File: src/rtl/mem_lsu_if.sv
// Request/response and SRAM-port bundle for mem_lsu; slave is the LSU side,
// master is the execute stage plus data_sram side.
interface mem_lsu_if;
  logic        req_valid;
  logic        req_ready;
  logic        req_we;
  logic [1:0]  req_size;
  logic        req_unsigned;
  logic [63:0] req_addr;
  logic [63:0] req_wdata;
  logic        resp_valid;
  logic [63:0] resp_rdata;
  logic        resp_err;
  logic        data_sram_en;
  logic        data_sram_wen;
  logic [63:0] data_sram_addr;
  logic [63:0] data_sram_wdata;
  logic [63:0] data_sram_rdata;

  modport slave (
    input  req_valid, req_we, req_size, req_unsigned, req_addr, req_wdata, data_sram_rdata,
    output req_ready, resp_valid, resp_rdata, resp_err,
           data_sram_en, data_sram_wen, data_sram_addr, data_sram_wdata
  );

  modport master (
    output req_valid, req_we, req_size, req_unsigned, req_addr, req_wdata, data_sram_rdata,
    input  req_ready, resp_valid, resp_rdata, resp_err,
           data_sram_en, data_sram_wen, data_sram_addr, data_sram_wdata
  );
endinterface

File: src/rtl/mem_lsu.sv
// One-at-a-time load/store unit for a 64-bit SRAM without byte enables; partial stores do read-modify-write.
// Response 2 cycles after accept (load, dword store), 3 (partial store), 1 (trapped misalign, LSU_MISALIGN_TRAP_EN); ready only in IDLE, no resp backpressure.
module mem_lsu #(
  parameter int IDX_W = 7
) (
  input  logic     clk,
  input  logic     reset,
  mem_lsu_if.slave bus
);
  typedef enum logic [1:0] {IDLE, RD, WR, RESP} state_t;

  state_t           r_state;
  state_t           w_next;
  logic             r_we;
  logic             r_unsigned;
  logic             r_err;
  logic [1:0]       r_size;
  logic [IDX_W-1:0] r_idx;
  logic [2:0]       r_off;
  logic [63:0]      r_wdata;
  logic [63:0]      r_old;
  logic [63:0]      r_rdata;

  logic        w_trap;
  logic [2:0]  w_off;
  logic [5:0]  w_shamt;
  logic [63:0] w_idx64;
  logic [63:0] w_byte_mask;
  logic [63:0] w_shifted;
  logic [63:0] w_ext;
  logic [63:0] w_merge;
  logic        w_sx;
  logic        w_unused_addr;

  function automatic logic [2:0] size_mask(input logic [1:0] sz);
    case (sz)
      2'd0:    return 3'd0;
      2'd1:    return 3'd1;
      2'd2:    return 3'd3;
      default: return 3'd7;
    endcase
  endfunction

  assign w_unused_addr = ^bus.req_addr[63:IDX_W+3];

`ifdef LSU_MISALIGN_TRAP_EN
  logic w_misalign;
  assign w_misalign = (bus.req_addr[2:0] & size_mask(bus.req_size)) != 3'd0;
  assign w_trap     = w_misalign;
`else
  assign w_trap     = 1'b0;
`endif

  // Clearing the low offset bits aligns the access; trapped requests never reach RD/WR.
  assign w_off     = r_off & ~size_mask(r_size);
  assign w_shamt   = {w_off, 3'b000};
  assign w_idx64   = {{(64-IDX_W){1'b0}}, r_idx};
  assign w_shifted = bus.data_sram_rdata >> w_shamt;
  assign w_sx      = !r_unsigned;

  always_comb begin
    w_byte_mask = '1;
    w_ext       = w_shifted;
    case (r_size)
      2'd0: begin
        w_byte_mask = 64'h0000_0000_0000_00FF;
        w_ext       = {{56{w_sx & w_shifted[7]}}, w_shifted[7:0]};
      end
      2'd1: begin
        w_byte_mask = 64'h0000_0000_0000_FFFF;
        w_ext       = {{48{w_sx & w_shifted[15]}}, w_shifted[15:0]};
      end
      2'd2: begin
        w_byte_mask = 64'h0000_0000_FFFF_FFFF;
        w_ext       = {{32{w_sx & w_shifted[31]}}, w_shifted[31:0]};
      end
      default: ;
    endcase
  end

  assign w_merge = (r_size == 2'd3) ? r_wdata
                 : ((r_old & ~(w_byte_mask << w_shamt)) | ((r_wdata & w_byte_mask) << w_shamt));

  always_ff @(posedge clk) begin
    if (reset) r_state <= IDLE;
    else       r_state <= w_next;
  end

  always_comb begin
    w_next = r_state;
    case (r_state)
      IDLE: begin
        if (bus.req_valid) begin
          if (w_trap)                                    w_next = RESP;
          else if (bus.req_we && bus.req_size == 2'd3)   w_next = WR;
          else                                           w_next = RD;
        end
      end
      RD:      w_next = r_we ? WR : RESP;
      WR:      w_next = RESP;
      default: w_next = IDLE;
    endcase
  end

  always_comb begin
    bus.req_ready       = (r_state == IDLE);
    bus.resp_valid      = (r_state == RESP);
    bus.resp_err        = r_err;
    bus.resp_rdata      = (r_we || r_err) ? 64'd0 : r_rdata;
    bus.data_sram_en    = 1'b0;
    bus.data_sram_wen   = 1'b0;
    bus.data_sram_addr  = 64'd0;
    bus.data_sram_wdata = 64'd0;
    case (r_state)
      RD: begin
        bus.data_sram_en   = 1'b1;
        bus.data_sram_addr = w_idx64;
      end
      WR: begin
        bus.data_sram_en    = 1'b1;
        bus.data_sram_wen   = !reset;
        bus.data_sram_addr  = w_idx64;
        bus.data_sram_wdata = w_merge;
      end
      default: ;
    endcase
  end

  always_ff @(posedge clk) begin
    if (reset) begin
      r_we       <= 1'b0;
      r_unsigned <= 1'b0;
      r_err      <= 1'b0;
      r_size     <= 2'd0;
      r_idx      <= '0;
      r_off      <= 3'd0;
      r_wdata    <= 64'd0;
      r_old      <= 64'd0;
      r_rdata    <= 64'd0;
    end else begin
      if (bus.req_valid && r_state == IDLE) begin
        r_we       <= bus.req_we;
        r_unsigned <= bus.req_unsigned;
        r_err      <= w_trap;
        r_size     <= bus.req_size;
        r_idx      <= bus.req_addr[IDX_W+2:3];
        r_off      <= bus.req_addr[2:0];
        r_wdata    <= bus.req_wdata;
      end
      if (r_state == RD) begin
        r_old <= bus.data_sram_rdata;
        if (!r_we) r_rdata <= w_ext;
      end
    end
  end
endmodule

File: src/flat_wrapper.sv
// flat-port wrapper written by rule: the top's interface ports become plain ports
module mem_lsu_flat 
#(
  parameter int IDX_W = 7
)
  (clk, reset, bus_req_valid, bus_req_we, bus_req_size, bus_req_unsigned, bus_req_addr, bus_req_wdata, bus_data_sram_rdata, bus_req_ready, bus_resp_valid, bus_resp_rdata, bus_resp_err, bus_data_sram_en, bus_data_sram_wen, bus_data_sram_addr, bus_data_sram_wdata);
  mem_lsu_if bus_i ();
  input  logic clk;
  input  logic reset;
  input wire logic [$bits(bus_i.req_valid)-1:0] bus_req_valid;
  input wire logic [$bits(bus_i.req_we)-1:0] bus_req_we;
  input wire logic [$bits(bus_i.req_size)-1:0] bus_req_size;
  input wire logic [$bits(bus_i.req_unsigned)-1:0] bus_req_unsigned;
  input wire logic [$bits(bus_i.req_addr)-1:0] bus_req_addr;
  input wire logic [$bits(bus_i.req_wdata)-1:0] bus_req_wdata;
  input wire logic [$bits(bus_i.data_sram_rdata)-1:0] bus_data_sram_rdata;
  output wire logic [$bits(bus_i.req_ready)-1:0] bus_req_ready;
  output wire logic [$bits(bus_i.resp_valid)-1:0] bus_resp_valid;
  output wire logic [$bits(bus_i.resp_rdata)-1:0] bus_resp_rdata;
  output wire logic [$bits(bus_i.resp_err)-1:0] bus_resp_err;
  output wire logic [$bits(bus_i.data_sram_en)-1:0] bus_data_sram_en;
  output wire logic [$bits(bus_i.data_sram_wen)-1:0] bus_data_sram_wen;
  output wire logic [$bits(bus_i.data_sram_addr)-1:0] bus_data_sram_addr;
  output wire logic [$bits(bus_i.data_sram_wdata)-1:0] bus_data_sram_wdata;
  assign bus_i.req_valid = bus_req_valid;
  assign bus_i.req_we = bus_req_we;
  assign bus_i.req_size = bus_req_size;
  assign bus_i.req_unsigned = bus_req_unsigned;
  assign bus_i.req_addr = bus_req_addr;
  assign bus_i.req_wdata = bus_req_wdata;
  assign bus_i.data_sram_rdata = bus_data_sram_rdata;
  assign bus_req_ready = bus_i.req_ready;
  assign bus_resp_valid = bus_i.resp_valid;
  assign bus_resp_rdata = bus_i.resp_rdata;
  assign bus_resp_err = bus_i.resp_err;
  assign bus_data_sram_en = bus_i.data_sram_en;
  assign bus_data_sram_wen = bus_i.data_sram_wen;
  assign bus_data_sram_addr = bus_i.data_sram_addr;
  assign bus_data_sram_wdata = bus_i.data_sram_wdata;
  mem_lsu #(.IDX_W(IDX_W)) u_core (.clk(clk), .reset(reset), .bus(bus_i));
endmodule
File: config.mk
export PLATFORM = sky130hd
export DESIGN_NAME = mem_lsu_flat
export DESIGN_NICKNAME = d
export VERILOG_FILES = /design/src/rtl/mem_lsu_if.sv /design/src/rtl/mem_lsu.sv /design/src/flat_wrapper.sv
export SDC_FILE = /design/constraint.sdc
export NUM_CORES = 1
export LEC_CHECK = 0
export CORE_ASPECT_RATIO = 0.7
export CORE_MARGIN = 4
export CORE_UTILIZATION = 49
export DETAILED_ROUTE_END_ITERATION = 6
export GPL_TIMING_DRIVEN = 0
export PLACE_DENSITY = 0.86
export SLEW_MARGIN = 10
export SYNTH_ARGS = -nofsm -noshare
export SYNTH_HDL_FRONTEND = slang
export SYNTH_SLANG_ARGS = --single-unit
File: constraint.sdc
create_clock -name clk -period 5.1 [get_ports clk]
set_clock_uncertainty 0.1 [all_clocks]
set_input_delay 0.765 -clock clk [delete_from_list [all_inputs] [get_ports clk]]
set_output_delay 0.765 -clock clk [all_outputs]
set_load 0.01 [all_outputs]
==> flow_summary_export.csv <==
group,metric,value,unit
outcome,outcome,"finished, final reports clean",
timing,slew_headroom,23.9,%
place,place.gp.congestion,1.02,
routing,ant_nets,0,
cts,cts_resized,0,
grt,grt_pass1_vias,12100,
synthesis,ys_async_sr_fraction,0,%
hold_path,hold_end,"u_core.r_idx[5]$_SDFFE_PP0P_",
finish,multi_input_area,6170,um2
cts,htreeDepth,1,
setup_path,r2r-start,"u_core.r_size[1]$_SDFFE_PP0P_",
setup_path,r2r_cells,7,
synthesis,post-synth-top-area-fraction,37.3,%
floorplanning,die_area,25300,um2
floorplanning,core_area,22100,um2
job,maxCapViolCount,0,
finish,register_area,4160,um2
finish,antennaDiodeCount,0,
synthesis,ys_seq_area_share,37.3,%
timing,whs,0.354,ns
grt,antenna_found_initial,0,
timing,rsz0062_at_grt,"false",
routing,wl_per_cell,23.6,um
synthesis,yosysTopAreaCell,"dfxtp_1",
cts,post_cts_buffers,0,
synthesis,synth-edff-count,0,
floorplanning,die_h,134,um
cts,clk_latency,0.51,ns
cts,numCtsBuffers,21,
grt,grt_usage,37.2,%
synthesis,yosys-top-cells-count,"nand2_1, dfxtp_1, nor2_1",
floorplanning,die_x,189,um
finish,drive_gt1_share,8.12,%
floorplanning,io_pins,396,
place,post-place-ws,1.22,ns
setup_path,crit_fanout,10,
timing,fin_tns_setup,0,ns
synthesis,synth_top_flop_cell,"dfxtp_1",
setup_path,r2r_slack,2.32,ns
place,port_buffers,282,
timing,min_period,4.65,ns
timing,hold_viol,0,
timing,drv_slew,0,
routing,routed-via-count,12700,
routing,first_pass_iters,7,
setup_path,endpoint_kind,"primary output",
finish,area_growth,36.6,%
hold_path,hold_path.class,"reg2reg",
timing,max_clock_freq,215,MHz
cts,path_clk_slew,0.06,ns
synthesis,synth_warnings,0,
routing,routed_wl,49600,um
synthesis,synth.most_common_cell,"nand2_1",
routing,drtIter0Drc,2115,
cts,clkSinkCount,208,
synthesis,syn_area,11200,um2
cts,cts_tree,"built",
grt,grt_pass1_wl,73000,um
synthesis,postSynthCellCount,1421,
routing,drc_errors,0,
synthesis,ys_seq_elements,208,
timing,setup_viol,0,
finish,num-nets-final,1986,
timing,worst_slack,0.446,ns
place,place.detailed.hpwl,39000,um
setup_path,arrival,3.79,ns
pwr,p_leak,0.00566,uW
pwr,p_total,7470,uW
timing,fin_crit_sh,91.2,%
finish,fillers,1844,
hold_path,hold-path-cell-count,2,
setup_path,r2r-end,"u_core.r_rdata[55]$_SDFFE_PP0P_",
timing,tightest_slew,1.13,ns
setup_path,crit_type,"reg2out",
cts,cts-hold-fix-buffers,0,
routing,viasPerCell,6.04,
cts,cts_root_buf,"clkbuf_16",
pwr,powerDensity,489,nW/um2
synthesis,synthTopCellsByArea,"dfxtp_1, nand2_1, mux2i_1",
setup_path,startpoint_type,"flop",
synthesis,ys_types,48,
pwr,vdd_drop_max,0.269,mV
hold_path,worstHoldStart,"u_core.r_idx[5]$_SDFFE_PP0P_",
cts,clk_path_buf_depth,3,
setup_path,cp-startpoint,"u_core.r_size[0]$_SDFFE_PP0P_",
synthesis,syn_avg_cell_area,7.86,um2
floorplanning,num_rows,45,
grt,grt_max_degree,17,
floorplanning,initial_core_util,50.6,%
grt,overflow,0,
setup_path,worstPathRequired,4.24,ns
## sequential cells by signal, indices dropped and copies added, names as in the netlist
name               cells
u_core.r_wdata        64
u_core.r_old          64
u_core.r_unsigned      1
u_core.r_rdata        64
u_core.r_state         2
u_core.r_idx           7
u_core.r_we            1
u_core.r_size          2
u_core.r_off           3
## layout make-up
class                           count  area share (%)
Buffer                            190            6.71
Clock buffer                       28            3.88
Clock inverter                      9           0.557
Inverter                            9           0.221
Multi-Input combinational cell   1071            40.4
Sequential cell                   208            27.3
Tap cell                          305            2.50
Timing Repair Buffer              282            18.5
## cells by family (layout without fill, tap and decap cells)
kind of cell             Yosys count  count (layout)  share of synthesized area (%)
flip-flops                       208             208                           37.3
multiplexers                      98              98                           9.80
AO/OA/AOI/OAI                    346             346                           21.4
AND/OR/NAND/NOR                  565             565                           21.6
adder cells (fa/ha/maj)            4               4                          0.448
other                              1              58                         0.0336
buffers and inverters            199             518                           9.47
## power breakdown
group	switching [uW]	leakage [uW]	total [uW]	internal [uW]
Combinational	2020	0.00362	3490	1470
Sequential	335	0.00171	2420	2080
Clock	689	0.000326	1560	873
## layer usage
metal  up-vias  part of all wire, %  global-route usage (%)  routed length, um
li1       5600                    -                       -                  -
met1      5963                   41                    52.2              20200
met2      1011                   41                    54.0              20100
met3       119                   16                    14.0               7780
met4         0                  3.2                    9.95               1560
met5         -                    0                       0                  0
## metrics by stage
step | util [%] | area (um2) | instances
3_3_place_gp | 66.1 | 14600 | 2065
3_5_place_dp | 66.1 | 14600 | 2065
6_report | 69.2 | 15300 | 2102
4_1_cts | 69.2 | 15300 | 2102
5_1_grt | 69.2 | 15300 | 2102
2_1_floorplan | - | 11400 | 1478
## worst max path at each step
stage,to,cells past startpoint
after floorplan,bus_data_sram_wdata[32],9
after global placement,bus_data_sram_wdata[61],8
after detailed placement,bus_data_sram_wdata[14],8
after CTS,bus_data_sram_wdata[14],8
after global routing,bus_data_sram_wdata[14],7
final,bus_data_sram_wdata[60],8
## worst max-delay path: stages, from the launching register on
cell and delay (ns):
dfxtp_1 0.33, buf_6 0.14, or2_2 0.33, clkbuf_1 0.31, o21ai_0 0.93, a22o_1 0.36
a222oi_1 0.13, nor2_1 0.19, clkdlybuf4s50_1 0.57
## layout by cell type, fill, tap and decap left out, drive strengths merged, types with 32 or more instances in the layout
cell / n
o21ai: 32
buf: 106
nor2: 193
dfxtp: 208
a21oi: 141
clkbuf: 112
a311oi: 64
nand2: 254
clkdlybuf4s50: 282
nor2b: 68
mux2i: 88
a222oi: 40
conb: 58
(Power assumes the default switching activity.)
